===== config.mk =====
export PLATFORM = sky130hd
export DESIGN_NAME = mem_port_arbiter
export DESIGN_NICKNAME = d
export VERILOG_FILES = /design/src/rtl/mem_arb_pkg.sv /design/src/rtl/byte_lane_sel.sv /design/src/rtl/mem_port_arbiter.sv
export SDC_FILE = /design/constraint.sdc
export NUM_CORES = 1
export LEC_CHECK = 0
export ABC_AREA = 1
export CORE_MARGIN = 2
export CORE_UTILIZATION = 38
export CTS_BUF_LIST = sky130_fd_sc_hd__clkbuf_4
export CTS_CLUSTER_SIZE = 10
export DETAILED_ROUTE_END_ITERATION = 8
export GPL_TIMING_DRIVEN = 1
export PLACE_DENSITY = 0.83
export SYNTH_ARGS = -nofsm -noshare
export SYNTH_HDL_FRONTEND = slang
export SYNTH_SLANG_ARGS = --single-unit

===== constraint.sdc =====
create_clock -name CLK -period 1.43 [get_ports CLK]
set_input_delay 0.429 -clock CLK [delete_from_list [all_inputs] [get_ports CLK]]
set_output_delay 0.429 -clock CLK [all_outputs]
set_load 0.05 [all_outputs]

===== src/rtl/mem_arb_pkg.sv =====
// Shared encodings and defaults for the instruction/data memory port arbiter.
package mem_arb_pkg;

    typedef enum logic [1:0] {
        ST_IDLE   = 2'd0,
        ST_ACCESS = 2'd1,
        ST_DONE   = 2'd2
    } arb_state_e;

    typedef enum logic {
        OWN_I = 1'b0,
        OWN_D = 1'b1
    } arb_owner_e;

    localparam logic [7:0] DEF_DATA_BASE      = 8'hC0;
    localparam int         DEF_TIMEOUT_CYCLES = 255;

    localparam logic [3:0] BYTEEN_ALL  = 4'b1111;
    localparam logic [3:0] BYTEEN_NONE = 4'b0000;

    localparam logic [1:0] LANE_0 = 2'd0;
    localparam logic [1:0] LANE_1 = 2'd1;
    localparam logic [1:0] LANE_2 = 2'd2;
    localparam logic [1:0] LANE_3 = 2'd3;

    function automatic logic [3:0] lane_onehot(input logic [1:0] lane);
        logic [3:0] onehot;
        case (lane)
            LANE_0:  onehot = 4'b0001;
            LANE_1:  onehot = 4'b0010;
            LANE_2:  onehot = 4'b0100;
            LANE_3:  onehot = 4'b1000;
            default: onehot = 4'b0001;
        endcase
        return onehot;
    endfunction

endpackage


===== src/rtl/byte_lane_sel.sv =====
// Byte-lane steering between the 8-bit data requester and the 32-bit memory word.
module byte_lane_sel
    import mem_arb_pkg::*;
(
    input  logic [7:0]  wr_byte,
    input  logic [1:0]  wr_lane,
    input  logic        wr_en,
    input  logic [31:0] rd_word,
    input  logic [1:0]  rd_lane,
    output logic [31:0] wr_word,
    output logic [3:0]  byte_en,
    output logic [7:0]  rd_byte
);

    assign wr_word = {4{wr_byte}};

    // A data write touches only its lane; everything else moves the full word.
    always_comb begin
        if (wr_en) begin
            byte_en = lane_onehot(wr_lane);
        end else begin
            byte_en = BYTEEN_ALL;
        end
    end

    // Extract the addressed byte from the captured word.
    always_comb begin
        case (rd_lane)
            LANE_0:  rd_byte = rd_word[7:0];
            LANE_1:  rd_byte = rd_word[15:8];
            LANE_2:  rd_byte = rd_word[23:16];
            LANE_3:  rd_byte = rd_word[31:24];
            default: rd_byte = rd_word[7:0];
        endcase
    end

endmodule


===== src/rtl/mem_port_arbiter.sv =====
// Two-requester (instruction fetch / data) arbiter for a single shared memory port.
// Optional access watchdog enabled by defining ARB_TIMEOUT_EN.
module mem_port_arbiter
    import mem_arb_pkg::*;
#(
    parameter logic [7:0] DATA_BASE      = DEF_DATA_BASE,
    parameter int         TIMEOUT_CYCLES = DEF_TIMEOUT_CYCLES
) (
    input  logic        CLK,
    input  logic        RESET,
    input  logic        I_READ,
    input  logic [31:0] I_ADDR,
    output logic [31:0] I_READDATA,
    output logic        I_BUSYWAIT,
    input  logic        D_READ,
    input  logic        D_WRITE,
    input  logic [7:0]  D_ADDR,
    input  logic [7:0]  D_WRITEDATA,
    output logic [7:0]  D_READDATA,
    output logic        D_BUSYWAIT,
    output logic        MEM_READ,
    output logic        MEM_WRITE,
    output logic [7:0]  MEM_ADDR,
    output logic [31:0] MEM_WRITEDATA,
    output logic [3:0]  MEM_BYTEEN,
    input  logic [31:0] MEM_READDATA,
    input  logic        MEM_BUSYWAIT,
    output logic        ERR
);

    arb_state_e  state_r;
    arb_owner_e  own_r;
    logic        mem_read_r;
    logic        mem_write_r;
    logic [7:0]  mem_addr_r;
    logic [31:0] mem_wdata_r;
    logic [3:0]  mem_byteen_r;
    logic [31:0] word_r;
    logic [1:0]  d_lane_r;

    logic        d_req_s;
    logic        done_s;
    logic [7:0]  d_mem_addr_s;
    logic [31:0] wr_word_s;
    logic [3:0]  byte_en_s;
    logic [7:0]  rd_byte_s;
    logic        unused_s;

    assign d_req_s      = D_READ | D_WRITE;
    assign d_mem_addr_s = DATA_BASE + {2'b00, D_ADDR[7:2]};

    // Reset makes the handshake look like IDLE even if the state register still says DONE.
    assign done_s     = (state_r == ST_DONE) && !RESET;
    assign I_BUSYWAIT = I_READ & ~(done_s & (own_r == OWN_I));
    assign D_BUSYWAIT = d_req_s & ~(done_s & (own_r == OWN_D));

    assign MEM_READ      = mem_read_r;
    assign MEM_WRITE     = mem_write_r;
    assign MEM_ADDR      = mem_addr_r;
    assign MEM_WRITEDATA = mem_wdata_r;
    assign MEM_BYTEEN    = mem_byteen_r;
    assign I_READDATA    = word_r;
    assign D_READDATA    = rd_byte_s;

    byte_lane_sel u_lane (
        .wr_byte (D_WRITEDATA),
        .wr_lane (D_ADDR[1:0]),
        .wr_en   (D_WRITE),
        .rd_word (word_r),
        .rd_lane (d_lane_r),
        .wr_word (wr_word_s),
        .byte_en (byte_en_s),
        .rd_byte (rd_byte_s)
    );

`ifdef ARB_TIMEOUT_EN
    localparam logic [7:0] TMO_LAST = 8'(TIMEOUT_CYCLES - 1);
    logic [7:0] tmo_cnt_r;
    logic       err_r;

    assign ERR      = err_r;
    assign unused_s = ^{I_ADDR[31:10], I_ADDR[1:0]};
`else
    assign ERR      = 1'b0;
    assign unused_s = ^{I_ADDR[31:10], I_ADDR[1:0], 8'(TIMEOUT_CYCLES)};
`endif

    // Sequencer: choose an owner in IDLE (data wins ties), hold the access until memory releases it.
    always_ff @(posedge CLK) begin
        if (RESET) begin
            state_r      <= ST_IDLE;
            own_r        <= OWN_I;
            mem_read_r   <= 1'b0;
            mem_write_r  <= 1'b0;
            mem_addr_r   <= 8'h00;
            mem_wdata_r  <= 32'h0000_0000;
            mem_byteen_r <= BYTEEN_NONE;
            word_r       <= 32'h0000_0000;
            d_lane_r     <= LANE_0;
`ifdef ARB_TIMEOUT_EN
            tmo_cnt_r    <= 8'd0;
            err_r        <= 1'b0;
`endif
        end else begin
            case (state_r)
                ST_IDLE: begin
                    if (d_req_s) begin
                        state_r      <= ST_ACCESS;
                        own_r        <= OWN_D;
                        mem_read_r   <= ~D_WRITE;
                        mem_write_r  <= D_WRITE;
                        mem_addr_r   <= d_mem_addr_s;
                        mem_wdata_r  <= D_WRITE ? wr_word_s : 32'h0000_0000;
                        mem_byteen_r <= byte_en_s;
                        // Only a data read redirects the byte returned to the data side.
                        if (!D_WRITE) begin
                            d_lane_r <= D_ADDR[1:0];
                        end
                    end else if (I_READ) begin
                        state_r      <= ST_ACCESS;
                        own_r        <= OWN_I;
                        mem_read_r   <= 1'b1;
                        mem_write_r  <= 1'b0;
                        mem_addr_r   <= I_ADDR[9:2];
                        mem_wdata_r  <= 32'h0000_0000;
                        mem_byteen_r <= BYTEEN_ALL;
                    end
`ifdef ARB_TIMEOUT_EN
                    tmo_cnt_r <= 8'd0;
`endif
                end
                ST_ACCESS: begin
                    if (!MEM_BUSYWAIT) begin
                        state_r     <= ST_DONE;
                        mem_read_r  <= 1'b0;
                        mem_write_r <= 1'b0;
                        if (mem_read_r) begin
                            word_r <= MEM_READDATA;
                        end
                    end
`ifdef ARB_TIMEOUT_EN
                    else if (tmo_cnt_r == TMO_LAST) begin
                        state_r     <= ST_DONE;
                        mem_read_r  <= 1'b0;
                        mem_write_r <= 1'b0;
                        word_r      <= 32'h0000_0000;
                        err_r       <= 1'b1;
                    end else begin
                        tmo_cnt_r <= tmo_cnt_r + 8'd1;
                    end
`endif
                end
                ST_DONE: begin
                    state_r <= ST_IDLE;
                end
                default: begin
                    state_r <= ST_IDLE;
                end
            endcase
        end
    end

endmodule


After elaboration in Yosys (flattened, before gate mapping)
Index checks and enable logic that the tools add are counted.
Widths: inputs -> output; s select.
{ "totals": {"reg_bits": 83, "latchBits": 0, "mem_bits_rw": 0, "rom_bits": 0, "input_bits": 86, "output_inout_bits": 89, "word_cells": 64, "mem_count": 0} }
{ "classes": {"addsub": 1, "mul": 0, "n_div": 0, "magnitude_cmp": 0, "n_eq_ne": 10, "shift": 0, "mux": 22, "bitwise": 10, "n_reduce_logical": 12} }
{ "ops": {"columns": ["operator", "count"], "rows": [
  ["$mux 32", 3],
  ["$pmux 8 s4", 1],
  ["$mux 8", 2],
  ["$pmux 4 s4", 1],
  ["$mux 4", 3],
  ["$eq 2x2->1 const B", 5],
  ["$reduce_and 3->1", 3],
  ["$add 7x7->8 const A", 1],
  ["$eq 2x1->1 const B", 3],
  ["$logic_not 2->1", 3],
  ["$mux 1", 6],
  ["$mux 2", 3],
  ["$not 1->1", 5],
  ["$and 1x1->1", 4],
  ["$pmux 1 s2", 2],
  ["$pmux 2 s2", 1],
  ["$reduce_and 2->1", 2],
  ["$reduce_bool 2->1", 2],
  ["$ne 3x3->1 const B", 1],
  ["$ne 2x2->1 const B", 1],
  ["$logic_and 1x1->1", 1],
  ["$logic_not 1->1", 1],
  ["$or 1x1->1", 1]
]} }

Depth between registers and ports, before layout
Gate-level depths: netlist of run 1.
{ "depth": {"ltp_word": 5, "ltp_mapped": 7, "ltp_nobuf": 7} }

Modules after synthesis
Synthesis of run 1 repeated with hierarchy kept, for this count alone.
{ "hier_totals": {"hier_cells": 516, "hier_area_um2": 3846.2} }
{ "by_module_without_submodules": {"columns": ["mod", "instances", "cells_per_inst", "area_per_inst_um2", "seq_area_each_um2"], "rows": [
  ["mem_port_arbiter", 1, 431, 3301.9, 1661.6],
  ["byte_lane_sel", 1, 85, 544.3, 0.0]
]} }

Worst setup path before layout of run 1
Ideal clock, no wire load.
{ "synth_timing": {"kind": "register to output", "startpoint": "reg word_r[16] (netlist: I_READDATA[16])", "endpoint": "out D_READDATA[0]", "t_arrival_ps": 1581, "required_time_ps": 1001, "path_slack_ps": -580, "stages_incl_launch_ff": 3, "n_path_buf": 0, "path_cell_list": "dfxtp_1 > inv_1 > o2111ai_1"} }
{ "synth_via": {"elab_chain_cells": 1} }
{ "synth_lines": {"columns": ["item", "line_no", "rtl"], "rows": [
  ["from (decl)", "mem_port_arbiter.sv:38", "logic [31:0] word_r;"],
  ["from (signal assigned)", "mem_port_arbiter.sv:98", "word_r <= 32'h0000_0000;"],
  ["from (signal assigned)", "mem_port_arbiter.sv:138", "word_r <= MEM_READDATA;"],
  ["$pmux 8 s4", "byte_lane_sel.sv:28", "case (rd_lane)"],
  ["to (decl)", "mem_port_arbiter.sv:19", "output logic [7:0] D_READDATA,"]
]} }
No other way between the ends.

Worst setup path after layout of run 1
{ "layout_timing": {"startpoint": "reg d_lane_r[0]", "endpoint": "out D_READDATA[4]"} }
{ "layout_via": {"elab_chain_cells": 2, "elab_cells_between_ends": 5, "classes_between": "3 x eq/ne; 1 x mux; 1 x reduce/logical"} }
{ "layout_lines": {"columns": ["item", "line_no", "rtl"], "rows": [
  ["from (decl)", "mem_port_arbiter.sv:39", "logic [1:0] d_lane_r;"],
  ["from (signal assigned)", "mem_port_arbiter.sv:117", "d_lane_r <= D_ADDR[1:0];"],
  ["$eq 2x2->1, or another cell as far along", "byte_lane_sel.sv:28", null],
  ["$pmux 8 s4 (*)", "byte_lane_sel.sv:28", null]
]} }
Mark *: on every way between the ends. The rest lies on a longest branch, timed or not.

==> results of run 1 <==
## final cells by class
| cell class | count | area [µm²] | area share |
|---|---|---|---|
| inverter | 21 | 83.8 | 0.0144 |
| clock inverter | 7 | 82.6 | 0.0142 |
| tap | 99 | 124 | 0.0213 |
| timing repair buffer | 188 | 2720 | 0.467 |
| sequential | 59 | 1270 | 0.217 |
| multi-input combinational | 241 | 1480 | 0.254 |
| clock buffer | 9 | 67.6 | 0.0116 |
## layer usage
| layer | vias to the layer above | wire length [µm] | GRT usage |
|---|---|---|---|
| met5 | - | 0 | 0 |
| met4 | 0 | 511 | 0.155 |
| met3 | 39 | 978 | 0.0702 |
| met2 | 197 | 5920 | 0.504 |
| met1 | 1549 | 3670 | 0.292 |
| li1 | 1488 | - | - |
## path summary, 6_finish.rpt
| kind | start | end | slack, ns | cells after the start |
|---|---|---|---|---|
| setup / recovery | d_lane_r[0] | D_READDATA[4] | -0.51 | 6 |
| hold / removal | MEM_ADDR[0] | MEM_ADDR[0] | 0.50 | 2 |
| setup reg to reg | state_r[0] | I_READDATA[29] | -0.01 | 7 |
| hold reg to reg | MEM_ADDR[0] | MEM_ADDR[0] | 0.50 | 2 |
## metrics by stage
| stage | worst slack, ns | hold WS (ns) | cells | area [µm²] | utilization |
|---|---|---|---|---|---|
| final | -0.514 | 0.495 | 624 | 5820 | 0.812 |
| after global routing | -0.571 | 0.517 | 624 | 5820 | 0.812 |
| after CTS | -0.503 | 0.506 | 620 | 5720 | 0.797 |
| after detailed placement | -0.369 | 0.489 | 600 | 5440 | 0.758 |
| after global placement | -0.339 | 0.476 | 600 | 5440 | 0.758 |
| after floorplan | -0.0233 | 0.488 | 364 | 2990 | - |
## cell families after synthesis
logic type,after synthesis,share of synthesized area
buffers and inverters,64,0.134
AOI/OAI and AO/OA,77,0.170
DFF,59,0.425
and+or+nand+nor,163,0.270
other,1,0.00135
## power by group
part	switching, mW	internal, mW
clock	0.655	0.689
sequential	0.124	1.73
combinational	0.877	0.789
## repair_timing
item	in CTS	in global routing
buffers inserted	4	4
resized for setup	45	30
endpoints found under the setup margin	46	64
pin swaps	7	6
hold buffers	0	0
## state kept, by name (all words and copies together), names as in the netlist
register / count
own_r: 1
I_READDATA: 32
MEM_ADDR: 8
MEM_BYTEEN: 4
d_lane_r: 2
MEM_WRITE: 1
MEM_READ: 1
MEM_WRITEDATA: 8
state_r: 2
## tightest hold or removal path: stages, from the launching register on
cell and delay [ns]:
sky130_fd_sc_hd__dfxtp_2 0.35, sky130_fd_sc_hd__nand2_2 0.07, sky130_fd_sc_hd__a21oi_2 0.05
## cells in the final DEF, fill, tap and decap left out
master	n
sky130_fd_sc_hd__buf_12	90
sky130_fd_sc_hd__nand2_1	75
sky130_fd_sc_hd__clkdlybuf4s50_1	57
sky130_fd_sc_hd__dfxtp_2	41
sky130_fd_sc_hd__a21oi_1	36
sky130_fd_sc_hd__buf_4	30
sky130_fd_sc_hd__nand3_1	27
sky130_fd_sc_hd__nand2_2	24
sky130_fd_sc_hd__nor2_1	16
sky130_fd_sc_hd__inv_1	15
sky130_fd_sc_hd__a21oi_2	15
sky130_fd_sc_hd__dfxtp_4	9
sky130_fd_sc_hd__dfxtp_1	9
sky130_fd_sc_hd__clkbuf_4	9
sky130_fd_sc_hd__o2111ai_4	8
sky130_fd_sc_hd__nand4_1	8
sky130_fd_sc_hd__nor2_4	6
sky130_fd_sc_hd__o21ai_0	6
sky130_fd_sc_hd__o21ai_1	5
sky130_fd_sc_hd__o21ai_2	5
sky130_fd_sc_hd__inv_2	4
sky130_fd_sc_hd__buf_6	4
sky130_fd_sc_hd__clkinv_2	3
sky130_fd_sc_hd__dlygate4sd2_1	3
sky130_fd_sc_hd__buf_8	3
sky130_fd_sc_hd__inv_4	2
sky130_fd_sc_hd__nand2_8	2
sky130_fd_sc_hd__a21oi_4	2
sky130_fd_sc_hd__nand2_4	2
sky130_fd_sc_hd__nor3_1	2
sky130_fd_sc_hd__bufinv_16	2
sky130_fd_sc_hd__clkinv_1	2
sky130_fd_sc_hd__nor2_2	1
sky130_fd_sc_hd__conb_1	1
sky130_fd_sc_hd__buf_2	1
==> out/results.env, run 1 <==
DRIVE_GT1_FRAC=0.501
CTS_TREE='yes'
NUMBER_OF_DRC_VIOLATIONS_AFTER_DETAILED_ROUTING=0
SYN_AREA_MM2=0.00278
PERIOD_NEEDED_NS=1.94
DRV.MAX_CAP_VIOLATION_COUNT=0
REPORT.FINAL.HOLD_VIOL_COUNT=0
GRTUSAGETOTAL=0.278
SYNTH_FLOP_CELL='sky130_fd_sc_hd__dfxtp_1'
TOTALNEGATIVESETUPSLACK_NS=-4.84
AREA_SHARE_OF_THE_LARGEST_CELL_TYPE_AFTER_SYNTHESIS=0.425
DETAILROUTE.VIA_COUNT=3273
CRITICAL_PATH.N_BUFFERS_INVERTERS=3
TIMING.FINAL.CRIT_SHARE=1.36
DESIGN_POWER_TOTAL_mW=4.86
SYNTH_LARGEST_AREA_CELL='sky130_fd_sc_hd__dfxtp_1'
CP_CELL_SEQUENCE='inv_4 -> nor2_4 -> buf_8 -> nand2_1 -> o2111ai_4 -> buf_12'
CP-END-KIND='output pin'
VDD_DROP_MAX_V=0.000510
ANTENNA_VIOLATING_NETS_POST_ROUTE=0
SYNTH.YOSYS.SEQ_AREA_SHARE=0.425
SYNTH-WARNING-COUNT=0
FILLERS=391
AVGROUTEDWIREPERCELL_UM=17.8
DIE_WIDTH_UM=89.5
SLEW_VIOLATIONS=0
ANTENNA_CELLS=0
SYN-INSTANCE-COUNT=364
DETAIL_ROUTE.ITER0.VIOLATIONS=223
TIMING.CRITICAL_PATH.FANOUT_MAX=8
DIEAREA_MM2=0.00801
FINAL.SETUP_SKEW_NS=0.0172
NUMBER_OF_ANTENNA_VIOLATIONS_AT_THE_FIRST_CHECK_IN_GLOBAL_ROUTING=0
TRITONCTS.NUM_BUFFERS=9
SYNTH.TOP_CELLS.BY_COUNT='88 x sky130_fd_sc_hd__nand2_1, 59 x sky130_fd_sc_hd__dfxtp_1, 38 x sky130_fd_sc_hd__a21oi_1'
ROW_COUNT=31
CTS_ROOT_BUF='sky130_fd_sc_hd__clkbuf_4'
NUMPORTBUFFERS=149
ARRIVAL_TIME_OF_THE_WORST_SETUP_PATH_NS=1.52
YS_FF_LATCH=59
DESIGN.PORTCOUNT=175
YOSYS-TOP-CELLS-AREA='sky130_fd_sc_hd__dfxtp_1 43%, sky130_fd_sc_hd__nand2_1 12%, sky130_fd_sc_hd__buf_4 7.0%'
FINALSETUPVIOLCOUNT=44
FP.DIEH_UM=89.5
SYNTH_CELL_TYPE_COUNT=25
RSZ0062_AT_GRT='true'
CP_SLOWEST_CELL='sky130_fd_sc_hd__dfxtp_4'
RUN_STATUS='finished with violations'
VIAS_PER_CELL=5.25
CLK_TRANSITION_REPORTED_PATHS_NS=0.11
WORST_HOLD_PATH_TYPE='reg2reg'
DRT_PASS1_ITERATIONS=5
CRIT_PATH_START_KIND='flip-flop'
CRITICAL_PATH_REQUIRED_NS=1.00
SYN-MEAN-INSTANCE-AREA_UM2=7.63
SYNTH.MOST_COMMON_CELL='sky130_fd_sc_hd__nand2_1'
CTS.HTREE.LEVELS=3
HPWL_UM=7820
TIMING.CRITICAL_PATH.MAX_DELAY_FAMILY='flip-flops'
GRT_FIRST_PASS_WIRELENGTH_UM=16700
FINALWORSTSETUPSLACK_NS=-0.514
CLK_LATENCY_NS=0.42
SYNTH_ENABLE_FLOP_CELLS=0
DESIGN.CORE.AREA_MM2=0.00718
FINALWIRELENGTH_UM=11100
LAYOUT-AREA-OVERHEAD-VS-SYNTH_PCT=110
POSTSYNTHNETCOUNT=450
ASYNC_FLOP_SHARE=0
LEAKAGEPOWER_nW=2.25
VIOLATIONS='negative setup slack'
FIRST_GLOBAL_VIAS=3291
GRT.OVERFLOW.TOTAL=0
CTS-ROOT-TO-SINK-BUFFERS=2
FMAXACHIEVABLE_MHz=514
GPL.FINAL_WEIGHTED_CONGESTION=0.893
GRT_MAX_DEGREE=41
EFFECTIVE_UTILIZATION_AT_FLOORPLAN=0.387
NUM-NETS-FINAL=606
WORST_PATH_LARGEST_CELL_DELAY_NS=0.41
CRITICAL_PATH_CLASS='reg2out'
CLKSINKCOUNT=59
POWER.DENSITY_CELL_AREA_mW_PER_MM2=835
No activity file was read; power rests on OpenSTA's default activity.
==> run 2, diff against run 1 <==
CORE_UTILIZATION = 37   (was 38)
CTS_BUF_LIST = default   (was sky130_fd_sc_hd__clkbuf_4)
PLACE_DENSITY = 0.81   (was 0.83)
==> out/results.env, run 2 (same netlist as run 1, synthesis figures left out) <==
GRT_MAX_DEGREE=39  # -4.9%
CTS.HTREE.LEVELS=3  # unchanged
CRIT_PATH_START_KIND='flip-flop'
NUM-NETS-FINAL=609  # +0.50%
DIEAREA_MM2=0.00822  # +2.6%
FF_LATCH_AREA_MM2=0.00124  # -1.9%
CLOCKPOWERSHARE=0.287  # +0.011
FINAL.SETUP_SKEW_NS=0.0100  # -0.00716 ns
CP-END-KIND='output pin'
LAYOUT_COMMONEST_CELL='sky130_fd_sc_hd__buf_12'
DETAIL_ROUTE.ITER0.VIOLATIONS=347  # +56%
REG2REG_DEPTH=7  # unchanged
NUMPORTBUFFERS=149  # unchanged
PERIOD_NEEDED_NS=1.91  # -0.0319 ns
ROW_COUNT=31  # unchanged
WORST_SETUP_PATH_ENDPOINT='D_READDATA[1]'
TIMING.RR.END='I_READDATA[4]'
NUMBER_OF_ANTENNA_VIOLATIONS_AT_THE_FIRST_CHECK_IN_GLOBAL_ROUTING=0  # unchanged
CLKSINKCOUNT=59  # unchanged
GRTUSAGETOTAL=0.276  # -0.00165
LAYOUT-AREA-OVERHEAD-VS-SYNTH_PCT=116
CTS_TREE='yes'
HPWL_UM=7820  # unchanged
DETAILROUTE.VIA_COUNT=3496  # +6.8%
FF2FF_SETUP_SLACK_NS=0.01  # +0.02 ns
SLEW_VIOLATIONS=0  # unchanged
WORST_HOLD_PATH_TYPE='reg2reg'
FINALSETUPVIOLCOUNT=12  # -73%
RSZ0062_AT_GRT='true'
GRT.OVERFLOW.TOTAL=0  # unchanged
VDD_DROP_MAX_V=0.000665  # +30%
CRITICAL_PATH_REQUIRED_NS=1.00  # about the same
TIMING.FINAL.CRIT_SHARE=1.34  # -0.0223
VIOLATIONS='negative setup slack'
SWITCHING_SHARE=0.350  # +0.00887
AVGROUTEDWIREPERCELL_UM=22.3  # +26%
GRT_FIRST_PASS_WIRELENGTH_UM=17700  # +5.8%
DESIGN.CORE.AREA_MM2=0.00725  # +1.1%
ARRIVAL_TIME_OF_THE_WORST_SETUP_PATH_NS=1.48  # -0.04 ns
DRIVE_GT1_FRAC=0.480  # -0.0209
CTS_ROOT_BUF='sky130_fd_sc_hd__clkbuf_8'
MOSTFREQUENTLAYOUTCELLS='92 x sky130_fd_sc_hd__buf_12, 75 x sky130_fd_sc_hd__nand2_1, 57 x sky130_fd_sc_hd__clkdlybuf4s50_1'
DRV.MAX_CAP_VIOLATION_COUNT=0  # unchanged
TIMING.CRITICAL_PATH.FANOUT_MAX=8  # unchanged
LAYOUT.CORE_UTILIZATION=0.827  # +0.0156
ANTENNA_VIOLATING_NETS_POST_ROUTE=0  # unchanged
DESIGN.PORTCOUNT=175  # unchanged
REPORT.FINAL.HOLD_VIOL_COUNT=0  # unchanged
STARTPOINT='d_lane_r[0]'
MULTI_INPUT_COMB_AREA_MM2=0.00155  # +5.0%
FILLERS=363  # -7.2%
FINALWORSTSETUPSLACK_NS=-0.482  # +0.0319 ns
FINALWIRELENGTH_UM=14000  # +26%
POWER.DENSITY_CELL_AREA_mW_PER_MM2=849  # +1.7%
CLK_TRANSITION_REPORTED_PATHS_NS=0.08  # -0.03 ns
CTS-ROOT-TO-SINK-BUFFERS=2  # unchanged
TRITONCTS.NUM_BUFFERS=9  # unchanged
FP.DIEH_UM=90.7  # +1.3%
DIE_WIDTH_UM=90.7  # +1.3%
NUMBER_OF_DRC_VIOLATIONS_AFTER_DETAILED_ROUTING=0  # unchanged
GPL.FINAL_WEIGHTED_CONGESTION=0.845  # -5.4%
SEQ_POWER_SHARE=0.364  # -0.017
CLK_LATENCY_NS=0.35  # -0.07 ns
EFFECTIVE_UTILIZATION_AT_FLOORPLAN=0.383  # -0.00414
RUN_STATUS='finished with violations'
SWITCHING_POWER_mW=1.78  # +7.5%
WORST_HOLD_SLACK_NS=0.507  # +0.0114 ns
LARGEST_REGISTER_FFS=32  # unchanged
CRITICAL_PATH_CLASS='reg2out'
POST-PLACE-WS_NS=-0.408  # -0.0392 ns
FIRST_GLOBAL_VIAS=3286  # -0.15%
FMAXACHIEVABLE_MHz=523  # +1.7%
DRT_PASS1_ITERATIONS=5  # unchanged
VIAS_PER_CELL=5.58  # +6.5%
LEAKAGEPOWER_nW=2.41  # +7.0%
INTERNAL_POWER_mW=3.31  # +3.3%
COMB_POWER_SHARE=0.349  # +0.006
REG2REG_FROM='state_r[0]'
ANTENNA_CELLS=0  # unchanged
DESIGN_POWER_TOTAL_mW=5.09  # +4.7%
run 2: cell types whose count changed in the layout (fill, tap and decap cells not counted), sizes merged:
cell | previous run | this run
bufinv | 2 | 0
clkinv | 5 | 2
clkbuf | 9 | 16
run 2: power groups by stage:
stage | Sequential [mW] | Clock (mW) | Combinational (mW)
2_1_floorplan | 2.07 | 0 | 0.599
3_3_place_gp | 1.87 | 0 | 1.56
3_5_place_dp | 1.88 | 0 | 1.59
4_1_cts | 1.85 | 1.43 | 1.65
5_1_grt | 1.86 | 1.53 | 1.83
6_report | 1.85 | 1.46 | 1.78
run 2: worst min-delay path by stage:
stage                         startpoint              to  cells after the start
after detailed placement  I_READDATA[25]  I_READDATA[25]                      2
after global routing         MEM_ADDR[0]     MEM_ADDR[0]                      2
after floorplan                    own_r           own_r                      2
final                     I_READDATA[28]  I_READDATA[28]                      2
after global placement    I_READDATA[11]  I_READDATA[11]                      2
after CTS                 I_READDATA[25]  I_READDATA[25]                      2
run 2: timing repair:
item,in CTS,in global routing
gates resized for setup,45,32
setup endpoints to repair,39,50
hold buffers,0,0
pin swaps,13,9
cloned,0,3
buffers inserted,4,4
run 2: per-stage QoR:
stage,std cells,cell area (µm²),setup TNS (ns)
floorplan,364,2990,-0.0233
global placement,601,5430,-13.78
detailed placement,601,5430,-16.76
CTS,620,5770,-3.62
global route,626,6000,-4.72
finish,626,6000,-4.13
run 2: worst max-delay path, stage by stage, from the launching register on:
cell,delay (ns)
sky130_fd_sc_hd__dfxtp_4,0.38
sky130_fd_sc_hd__nor2_4,0.23
sky130_fd_sc_hd__nand2_1,0.17
sky130_fd_sc_hd__o2111ai_4,0.17
sky130_fd_sc_hd__buf_12,0.18
run 2: layout make-up:
cell class	instances	share of cell area
timing repair buffer	191	0.470
multi-input combinational	241	0.259
sequential	59	0.207
clock buffer	13	0.0282
tap	99	0.0206
inverter	21	0.0136
clock inverter	2	0.00167
run 2: layer usage:
metal | track usage | up-vias | part of all wire
li1 | - | 1500 | -
met1 | 0.316 | 1653 | 0.34
met2 | 0.496 | 257 | 0.51
met3 | 0.0484 | 86 | 0.084
met4 | 0.132 | 0 | 0.069
met5 | 0 | - | 0
